`src/rtl/lights_pkg.sv`:
```
// Shared constants, state encoding and colour helper for the lights selector controller.
package lights_pkg;

  localparam int COLOUR_W = 3;

  localparam logic [COLOUR_W-1:0] COLOUR_MIN = 3'd1;
  localparam logic [COLOUR_W-1:0] COLOUR_MAX = 3'd6;

  typedef logic [2:0] state_t;

  localparam state_t IDLE   = 3'd0;
  localparam state_t CHECK  = 3'd1;
  localparam state_t STEP   = 3'd2;
  localparam state_t SETTLE = 3'd3;
  localparam state_t DONE   = 3'd4;
  localparam state_t FAIL   = 3'd5;
  localparam state_t ASTEP  = 3'd6;

  function automatic logic colour_legal(input logic [COLOUR_W-1:0] c);
    return (c >= COLOUR_MIN) && (c <= COLOUR_MAX);
  endfunction

endpackage

```
`src/rtl/lights_period_tick.sv`:
```
// Modulo-PERIOD counter with enable and clear; tick is high on the terminal-count cycle.
module lights_period_tick #(
  parameter int PERIOD = 8
) (
  input  logic clk,
  input  logic rst,
  input  logic en,
  input  logic clr,
  output logic tick
);

  localparam int CW = (PERIOD > 1) ? $clog2(PERIOD) : 1;
  localparam logic [CW-1:0] LAST = CW'(PERIOD - 1);

  logic [CW-1:0] cnt_r;

  assign tick = en && (cnt_r == LAST);

  // Counter sits at zero whenever stepping is not enabled
  always_ff @(posedge clk) begin
    if (rst) begin
      cnt_r <= '0;
    end else if (clr || !en) begin
      cnt_r <= '0;
    end else if (cnt_r == LAST) begin
      cnt_r <= '0;
    end else begin
      cnt_r <= cnt_r + CW'(1);
    end
  end

endmodule

```
`src/rtl/lights_seq_ctrl.sv`:
```
// Drives the selector button one pulse at a time until colour_in matches a requested
// target, with an optional periodic auto-step while idle.
module lights_seq_ctrl
  import lights_pkg::*;
#(
  parameter int PERIOD    = 8,
  parameter int MAX_STEPS = 7
) (
  input  logic                clk,
  input  logic                rst,
  input  logic                req_valid,
  input  logic [COLOUR_W-1:0] req_colour,
  output logic                req_ready,
  input  logic                auto_en,
  input  logic [COLOUR_W-1:0] colour_in,
  output logic                button_out,
  output logic                done,
  output logic                err,
  output logic                busy
);

  localparam int SW = $clog2(MAX_STEPS + 1);
  localparam logic [SW-1:0] STEP_LIMIT = SW'(MAX_STEPS);

  state_t              state_r;
  state_t              state_s;
  logic [COLOUR_W-1:0] target_r;
  logic [SW-1:0]       steps_r;
  logic                accept_s;
  logic                tick_en_s;
  logic                tick_s;

  assign accept_s  = req_valid && req_ready;
  assign tick_en_s = (state_r == IDLE) && auto_en;

  lights_period_tick #(
    .PERIOD(PERIOD)
  ) u_tick (
    .clk (clk),
    .rst (rst),
    .en  (tick_en_s),
    .clr (accept_s),
    .tick(tick_s)
  );

  // Next-state decode; an accepted request always beats a coincident auto tick
  always_comb begin
    state_s = state_r;
    case (state_r)
      IDLE: begin
        if (accept_s) begin
          state_s = colour_legal(req_colour) ? CHECK : FAIL;
        end else if (tick_s) begin
          state_s = ASTEP;
        end else begin
          state_s = IDLE;
        end
      end
      CHECK: begin
        if (colour_in == target_r) begin
          state_s = DONE;
        end else if (steps_r == STEP_LIMIT) begin
          state_s = FAIL;
        end else begin
          state_s = STEP;
        end
      end
      STEP:    state_s = SETTLE;
      SETTLE:  state_s = CHECK;
      DONE:    state_s = IDLE;
      FAIL:    state_s = IDLE;
      ASTEP:   state_s = IDLE;
      default: state_s = IDLE;
    endcase
  end

  // State, target and step bookkeeping; outputs are decoded from the next state
  // so they line up with the state they belong to
  always_ff @(posedge clk) begin
    if (rst) begin
      state_r    <= IDLE;
      target_r   <= '0;
      steps_r    <= '0;
      button_out <= 1'b0;
      done       <= 1'b0;
      err        <= 1'b0;
      busy       <= 1'b0;
      req_ready  <= 1'b1;
    end else begin
      state_r <= state_s;
      if (accept_s) begin
        target_r <= req_colour;
      end else begin
        target_r <= target_r;
      end
      if (state_r == STEP) begin
        steps_r <= steps_r + SW'(1);
      end else if ((state_r == DONE) || (state_r == FAIL)) begin
        steps_r <= '0;
      end else begin
        steps_r <= steps_r;
      end
      button_out <= (state_s == STEP) || (state_s == ASTEP);
      done       <= (state_s == DONE);
      err        <= (state_s == FAIL);
      busy       <= (state_s != IDLE);
      req_ready  <= (state_s == IDLE);
    end
  end

endmodule

```
`config.mk`:
```
export PLATFORM = sky130hd
export DESIGN_NAME = lights_seq_ctrl
export DESIGN_NICKNAME = d
export VERILOG_FILES = /design/src/rtl/lights_pkg.sv /design/src/rtl/lights_period_tick.sv /design/src/rtl/lights_seq_ctrl.sv
export SDC_FILE = /design/constraint.sdc
export NUM_CORES = 1
export LEC_CHECK = 0
export CORE_MARGIN = 4
export CORE_UTILIZATION = 50
export CTS_BUF_LIST = sky130_fd_sc_hd__clkbuf_2 sky130_fd_sc_hd__clkbuf_4 sky130_fd_sc_hd__clkbuf_8
export DETAILED_ROUTE_END_ITERATION = 8
export PLACE_DENSITY = 0.82
export SLEW_MARGIN = 20
export SYNTH_ARGS = -nofsm -noshare
export SYNTH_HDL_FRONTEND = slang
export SYNTH_SLANG_ARGS = --single-unit
```
`constraint.sdc`:
```
create_clock -name clk -period 3.3 [get_ports clk]
set_input_delay 0.99 -clock clk [delete_from_list [all_inputs] [get_ports clk]]
set_output_delay 0.99 -clock clk [all_outputs]
set_load 0.1 [all_outputs]
```
# Word level (Yosys, flattened, before mapping)

Index checks and enable logic that the tools add are counted.

Reductions and logical operators: 13
Bitwise logic cells: 0
Multiply operators: 0
Shifts and indexed selects: 0
Muxes and demuxes: 8
Div/mod/pow operators: 0
Equal/unequal tests: 12
Magnitude comparators: 2
$add $sub $neg: 2

Operator list:

| cell                                                              | number |
|---|---|
| equality test 3 bit, second input constant                        | 7 |
| two-way mux 3 bit                                                 | 7 |
| case mux 3 bit (4 select lines)                                   | 1 |
| equality test 3 x 2 -> 1 bit, second input constant               | 3 |
| adder 3 x 1 -> 3 bit, second input constant                       | 2 |
| zero test 3 bit                                                   | 2 |
| logical AND 1 bit                                                 | 4 |
| equality test 3 x 1 -> 1 bit, second input constant               | 1 |
| equality test 3 bit                                               | 1 |
| greater-or-equal comparator 3 x 1 -> 1 bit, second input constant | 1 |
| less-or-equal comparator 3 bit, second input constant             | 1 |
| logical OR 1 bit                                                  | 3 |
| nonzero test 3 bit                                                | 1 |
| OR reduction 3 bit                                                | 1 |
| nonzero test 2 bit                                                | 1 |
| zero test 1 bit                                                   | 1 |

Memories: 0
Register bits: 17
Input bits: 10
Latch bits: 0
ROM bits: 0
RAM bits: 0
Output and inout bits: 5
Word-level logic and storage cells: 46

# Depth between registers and ports, before layout

Depth after elaboration: 8
Gate-level depth with buffers: 6
Mapped depth without buffers: 6

# By module

From an unflattened synthesis, not the netlist that was laid out.

Cells, all modules: 81
Area, all modules: 832.0 um2

Modules (own cells, without submodules):

| module             | sequential area each (um2) | area each (um2) | cells an instance | times used |
|---|---|---|---|---|
| lights_seq_ctrl    | 280.3                      | 691.9           | 71                | 1 |
| lights_period_tick | 60.1                       | 140.1           | 10                | 1 |

# Worst setup path before layout

OpenSTA, ideal clock, no wires.

Kind: input -> register
Start point: in req_colour[2]
End point: reg done
Setup time: 0.073 ns
Setup slack: 1.247 ns
Cell stages on the path: 4
Path buffers: 0
Arrival: 1.980 ns
Data required time: 3.227 ns
Cell sequence: or3_4 a2111oi_4 a211oi_2 nor3b_2

Word-level cells in the longest chain between the ends: 6
Elaborated cells between the ends (all ways): 7
Those cells by class: order compare (2); eq/ne (1); mux (3); reduce/logical (1)

Ends and longest elaborated chain:

| element                                                                                      | line                   | source |
|---|---|---|
| from (decl)                                                                                  | lights_seq_ctrl.sv:12  | `input logic [COLOUR_W-1:0] req_colour,` |
| greater-or-equal comparator 3 x 1 -> 1 bit or less-or-equal comparator 3 bit (tied branches) | lights_pkg.sv:20       | `return (c >= COLOUR_MIN) && (c <= COLOUR_MAX);` |
| logical AND 1 bit (*)                                                                        | lights_pkg.sv:20       |  |
| two-way mux 3 bit (*)                                                                        | lights_seq_ctrl.sv:52  | `state_s = colour_legal(req_colour) ? CHECK : FAIL;` |
| two-way mux 3 bit (*)                                                                        | lights_seq_ctrl.sv:51  | `if (accept_s) begin` |
| case mux 3 bit (4 select lines) (*)                                                          | lights_seq_ctrl.sv:49  | `case (state_r)` |
| equality test 3 bit (*)                                                                      | lights_seq_ctrl.sv:104 | `done <= (state_s == DONE);` |
| to (signal assigned)                                                                         | lights_seq_ctrl.sv:104 |  |
| to (decl)                                                                                    | lights_seq_ctrl.sv:17  | `output logic done,` |

Every way passes the cells marked *; elsewhere a longest branch is shown, timed or not.
A chain may end at the register's enable or synchronous reset.

# Worst setup path in the final report

Same ends and word-level chain as after synthesis.

==> metrics.cfg <==
[clock_tree]
cts_root_buffer = clkbuf_4
cts_tree = done
cts.reportedPaths.clkPinSlew_ps = 110
cts.sinks = 17
clockBufferDepth = 2
numCtsBuffers = 3
cts_resized = 0
clk_latency_ps = 300
postCtsSetupBuffers = 0
htreeDepth = 1
holdBufCountCts = 0

[grt]
antenna_found_initial = 0
gr-total-overflow = 0
grt_pass1_vias = 697
grt_use_total = 0.148
grt_first_pass_wirelength_mm = 2.87
grt_start_max_net_pins = 14

[layout]
final_cell_mix = dfxtp_1, nand2_1, a21oi_1, clkdlybuf4s50_1, nor2_1
area_growth_pct = 16.4
final_common_cell = dfxtp_1
nNetsFinal = 122
layout-drive-gt1-share = 0.168
diodes = 0

[yosys]
async_flop_share = 0
ys_ff_latch = 17
syn-num-nets = 107
yosys_warnings = 0
synthFlopType = dfxtp_1
synthDistinctLibCells = 34
synth.area.top_cells = dfxtp_1, ha_1, a21oi_1
synth_top_area_share = 0.389
synth_edf_count = 0
syn_inst = 93
yosysTopAreaCell = dfxtp_1
synth_area_um2 = 876
syn_avg_cell_area_um2 = 9.42
ys_seq_area_frac = 0.389

[critical_path]
worstSetupStartpointType = input port
crit_start = req_colour[2]
critPathArrivalTime_ps = 2530
critical_path_class = input port to flip-flop
crit_required_ps = 3540
rrSetupSlack_ps = 1870
worstReg2RegStart = state_r[1]
path_max_fanout = 3
critPathMaxStageDelay_ps = 450
critPathCaptureType = flip-flop
crit_slowest_cell = clkdlybuf4s50_1
path_cells = clkdlybuf4s50_1 -> or3_4 -> a2111oi_4 -> a211oi_2 -> nor3b_2

[power]
total_power_uw = 487
p_leak_uw = 0.000420
ir_drop_mv = 0.353
pwr_density_cell_mw_per_mm2 = 477

[run]
maxCapViolations = 0

[routing]
drc = 0
firstDrtPassIters = 2
avgRoutedWirePerCell_um = 13.2
ant_nets = 0
vias = 679
routed_wl_mm = 1.62
via_per_inst = 5.52
drt_iter0_markers = 5

[outcome]
status = finished clean

[timing]
skew_ps = 9.96
tightest_slew_ps = 451
hold_viol_final = 0
fin_crit_ps = 2290
rsz0062_at_grt = no
maxSlewViolCount = 0
setup_viol = 0
relSlewSlack = 0.699
max_clock_freq_mhz = 436
fin_setup_tns_ps = 0
period_share = 0.695

[placed_design]
dp_hpwl_mm = 1.25
finalWeightedCongestion = 0.723
port_buffers = 14

[floorplanning]
ios = 15
initial_core_util = 0.556
die_w_um = 49.9
die_h_um = 49.9
die_area_mm2 = 0.00249
rows = 14
fp.coreArea_mm2 = 0.00158

[min_path]
min_from = u_tick.cnt_r[0]
hold_path.class = flip-flop to flip-flop

==> cell families after synthesis <==
group | count (synthesis) | synth area share
fa+ha+maj | 4 | 0.0571
flops | 17 | 0.389
buf+inv | 5 | 0.0429
xor+xnor | 3 | 0.0300
compound gates | 20 | 0.193
simple gates | 44 | 0.289
==> registers in the layout, indices dropped and copies added, names as in the netlist <==
| register | count |
|---|---|
| busy | 1 |
| done | 1 |
| req_ready | 1 |
| target_r | 3 |
| button_out | 1 |
| u_tick.cnt_r | 3 |
| steps_r | 3 |
| err | 1 |
| state_r | 3 |
==> metrics by stage <==
step / instances / setup WS [ps] / area (um^2) / hold slack (ps) / utilization
after floorplan: 93 / 1250 / 876 / 398 / -
after global placement: 119 / 742 / 990 / 410 / 0.628
after detailed placement: 119 / 688 / 990 / 420 / 0.628
after CTS: 123 / 1000 / 1020 / 437 / 0.647
after global routing: 123 / 936 / 1020 / 459 / 0.647
final: 123 / 1010 / 1020 / 434 / 0.647
==> cells in the mapped netlist (2+ instances only) <==
| cell type | number |
|---|---|
| and4_1 | 2 |
| a2bb2oi_1 | 2 |
| nor2_1 | 7 |
| nor3_1 | 3 |
| nor2b_1 | 5 |
| a21oi_1 | 9 |
| nand2_1 | 10 |
| xor2_1 | 3 |
| dfxtp_1 | 17 |
| buf_6 | 2 |
| ha_1 | 4 |
| and2_1 | 5 |
| nand3_1 | 3 |
==> where the power goes <==
part	leakage (uW)	switching, uW	total [uW]	internal (uW)
registers	0.000139	19.2	239	220
clock network	0.0000139	67.8	114	46.2
logic	0.000267	85.0	133	48.3
total	0.000420	172	487	315
==> final timing paths <==
| kind | to | cells past startpoint |
|---|---|---|
| min reg2reg | u_tick.cnt_r[0] | 1 |
| max reg2reg | u_tick.cnt_r[0] | 4 |
| max | done | 5 |
| min | u_tick.cnt_r[0] | 1 |
==> worst max-delay path, delay by kind of cell <==
kind                   cells  cell delay, ps
and+or+nand+nor            2             600
buffers and inverters      1             450
AOI/OAI and AO/OA          2             480
==> final cells by class <==
cell class / count / area (um^2)
fillers: 143 / 557
multi-input cells: 71 / 498
flip-flops and latches: 17 / 340
repair buffers: 14 / 128
clock buffers: 3 / 22.5
well taps: 16 / 20.0
clock inverters: 1 / 7.51
inverters: 1 / 3.75
==> per-layer routing <==
layer  vias up  track usage  share of wire
met1       316        0.160           0.43
met3         0       0.0572          0.041
met4         0       0.0323              0
met2         8        0.269           0.53
met5         -            0              0
li1        355            -              -
Note: power is estimated with default switching activity, not from simulation.
==> edit 1: new RTL, config.mk and constraints unchanged <==
`PERIOD` is set to 8 in 2 places; all go to 4.
--- a/src/rtl/lights_period_tick.sv
+++ b/src/rtl/lights_period_tick.sv
@@ -2,3 +2,3 @@
 module lights_period_tick #(
-  parameter int PERIOD = 8
+  parameter int PERIOD = 4
 ) (
--- a/src/rtl/lights_seq_ctrl.sv
+++ b/src/rtl/lights_seq_ctrl.sv
@@ -5,3 +5,3 @@
 #(
-  parameter int PERIOD    = 8,
+  parameter int PERIOD    = 4,
   parameter int MAX_STEPS = 7
Function: changed (Yosys sat finds a counterexample within 10 cycles, from zero or initial values and one cycle with rst high).
==> edit 1 against the unedited design <==
- sequential cell count down 1
- die area shrank 16%
- register-to-register slack got worse by 0.19 ns
- clock skew decreased by 0.0084 ns
- design area is 14% lower
- synthesized area down 18%
- total power decreased by 2.6%
- routed wire length fell by 6.7%
- clock power increased by 12%
- combinational power shrank 8%
- worst setup slack better by 0.012 ns
==> edit 1: results <==
sta:
  worstMarginPinSlew_ns: 0.365
  skew_ns: 0.00161
power:
  ir_worst_vdd_uv: 305
  pg_comb_mw: 0.123
  power_frac_comb: 0.259
  leakage_nw: 0.403
finish:
  multi_input_area_um2: 359
  nClkBuffers: 4
  nFillCells: 112
  clk_share: 0.0414
  drive_gt1_frac: 0.100
floorplan:
  row_count: 13
routing:
  num_vias: 632
  dr.pass1.iters: 3
logic_synthesis:
  synth_adder_area_share: 0.0525
  synth.net_count: 100
  synthTopCellsByArea: "dfxtp_1, nor2_1, ha_1"
global_routing:
  use_met2: 0.298
  use_met3: 0.0474
  met1_usage: 0.216
setup_path:
  critPathTopFamily: "compound AO/OA/AOI/OAI gates"
  cp.arrival_ns: 2.50
  worst-path-max-fanout: 7
placement:
  gp_congestion: 0.862
  dp_slack_ns: 0.716
  dpl_cell_area_um2: 841
outcome:
  status: "finished clean"
clocking:
  clk_pin_slew_worst_paths_ns: 0.09
-- edit 1: cell count changes after synthesis, sizes merged, moves of 3 or more --
cell / unedited run / this run
and2: 5 / 1
nor2b: 5 / 1
clkbuf: 1 / 4
inv: 1 / 4
nor2: 7 / 16
nand2: 11 / 8
a22oi: 0 / 3
-- edit 1: path summary, 6_finish.rpt --
check	slack [ns]	cells past startpoint	from	endpoint
worst min register to register	0.42	1	u_tick.cnt_r[0]	u_tick.cnt_r[0]
worst max-delay path	1.02	6	req_valid	err
worst max register to register	1.68	5	steps_r[0]	button_out
worst min-delay path	0.42	1	u_tick.cnt_r[0]	u_tick.cnt_r[0]
-- edit 1: routing by layer --
| layer | routed length, um | up-vias |
|---|---|---|
| li1 | - | 326 |
| met1 | 642 | 292 |
| met2 | 788 | 9 |
| met3 | 49 | 5 |
| met4 | 29 | 0 |
| met5 | 0 | - |
==> edit 2: new RTL, same flow settings <==
Made on the original files. Register the output `err` once more, with the module's reset; this adds one clock of latency there. The other outputs are not delayed to match.
--- a/src/rtl/lights_seq_ctrl.sv
+++ b/src/rtl/lights_seq_ctrl.sv
@@ -23,2 +23,4 @@
   localparam logic [SW-1:0] STEP_LIMIT = SW'(MAX_STEPS);
+
+  logic err_s0;
 
@@ -85,3 +87,3 @@
       done       <= 1'b0;
-      err        <= 1'b0;
+      err_s0     <= 1'b0;
       busy       <= 1'b0;
@@ -104,3 +106,3 @@
       done       <= (state_s == DONE);
-      err        <= (state_s == FAIL);
+      err_s0     <= (state_s == FAIL);
       busy       <= (state_s != IDLE);
@@ -110,2 +112,10 @@
 
+  always_ff @(posedge clk) begin
+    if (rst) begin
+      err <= '0;
+    end else begin
+      err <= err_s0;
+    end
+  end
+
 endmodule
Formal check against the unedited RTL: not equivalent (a bounded check fails within 4 cycles, from zero or initial values and one cycle with rst high).
==> edit 2 against the unedited design <==
- design area is 4.3% higher
- first-iteration DRC count grew to 3.2 times the old value
- sequential cell count is 1 higher
- synthesized area is 3.0% higher
- sequential power is 5% higher
- count of clock-buffer cells in the layout is 1 higher
- register-to-register slack worse by 0.04 ns
- critical path depth stayed put
- synthesized cell count is 2.2% higher
- worst setup slack worse by 0.030 ns
- routed wire length is 9.7% higher
- total power is 7.3% higher
- critical path type unchanged
- critical endpoint unchanged
==> edit 2: results <==
global_routing:
  use_met3: 0.0415
  grt_use_total: 0.150
  first_global_vias: 689
  use_met2: 0.257
  met1_usage: 0.159
  grt_max_degree: 14
sta:
  worstMarginPinSlew_ns: 0.449
  skew_ns: 0.0131
  fin_crit_ns: 2.32
  whs_ns: 0.444
power:
  ir_worst_vdd_uv: 261
  leakage_nw: 0.437
  p_switching_mw: 0.174
placement:
  gp_congestion: 0.781
  dpl_cell_area_mm2: 0.00103
  dp.cells: 130
  hpwl_um: 1350
  dp_slack_ns: 0.709
min_path:
  worstHoldPathType: "register to register"
finish:
  finalNetCount: 124
  drive_gt1_frac: 0.165
logic_synthesis:
  synth_warnings: 0
  synth_top_area_share: 0.399
  syn_area_per_cell_um2: 9.50
  synthTopCellsByCount: "dfxtp_1, nand2_1, a21oi_1, nor2_1, nor2b_1"
  synthTopCellsByArea: "dfxtp_1, ha_1, a21oi_1"
  synthArstFlopShare: 0
  synth-seq-area-share: 0.399
  synth.net_count: 109
clocking:
  cts_buffers: 3
  cts_root_buffer: "clkbuf_4"
setup_path:
  cp.arrival_ns: 2.54
  r2r_slack_ns: 1.83
  cpPeakStageDelay_ns: 0.45
routing:
  wl_met3_um: 80
  top_layer: "met4"
  drt_iter0_markers: 16
  dr.pass1.iters: 6
  totalWireLength_um: 1780
  num_vias: 729
  wl_met2_um: 908
  wl_per_cell_um: 13.3
outcome:
  status: "finished clean"
==> edit 2: cell count changes in the layout (fill, tap and decap cells not counted), sizes merged <==
cell / unedited run / this run
nor2b: 5 / 6
clkbuf: 3 / 4
dfxtp: 17 / 18
clkinvlp: 1 / 0
==> edit 2: path summary, 6_finish.rpt <==
kind / from / to / cells after the start
min: u_tick.cnt_r[0] / u_tick.cnt_r[0] / 1
max: req_colour[2] / done / 5
max reg2reg: steps_r[0] / done / 6
min reg2reg: u_tick.cnt_r[0] / u_tick.cnt_r[0] / 1
==> edit 2: cells by family (layout without fill, tap and decap cells) <==
logic type                 after synthesis  after routing  share of synthesized area
xor gates and xnor gates                 3              3                     0.0291
AOI/OAI and AO/OA                       20             20                      0.187
adders and majority gates                4              4                     0.0555
buffers and inverters                    5             19                     0.0416
and+or+nand+nor                         45             45                      0.287
DFF                                     18             18                      0.399
==> edit 2: final cells by class <==
| type | count | area, um^2 |
|---|---|---|
| Fill cell | 160 | 663 |
| Multi-Input combinational cell | 72 | 504 |
| Sequential cell | 18 | 360 |
| Timing Repair Buffer | 14 | 128 |
| Clock buffer | 4 | 36.3 |
| Tap cell | 25 | 31.3 |
| Inverter | 1 | 3.75 |
==> edit 2: power groups by stage <==
stage	logic [mW]	clock network [mW]	registers, mW
floorplan	0.0761	0	0.284
global placement	0.130	0	0.256
detailed placement	0.134	0	0.257
CTS	0.135	0.141	0.252
global route	0.143	0.155	0.254
finish	0.135	0.136	0.251
==> edit 2: per-stage QoR <==
step                power [mW]   util
finish                   0.522  0.616
global route             0.552  0.616
CTS                      0.528  0.616
detailed placement       0.391  0.595
global placement         0.385  0.595
floorplan                0.360      -
==> edit 2: critical path: cells and delay by family <==
kind	cells	cell delay [ns]
compound gates	2	0.50
buf+inv	1	0.45
simple gates	2	0.60
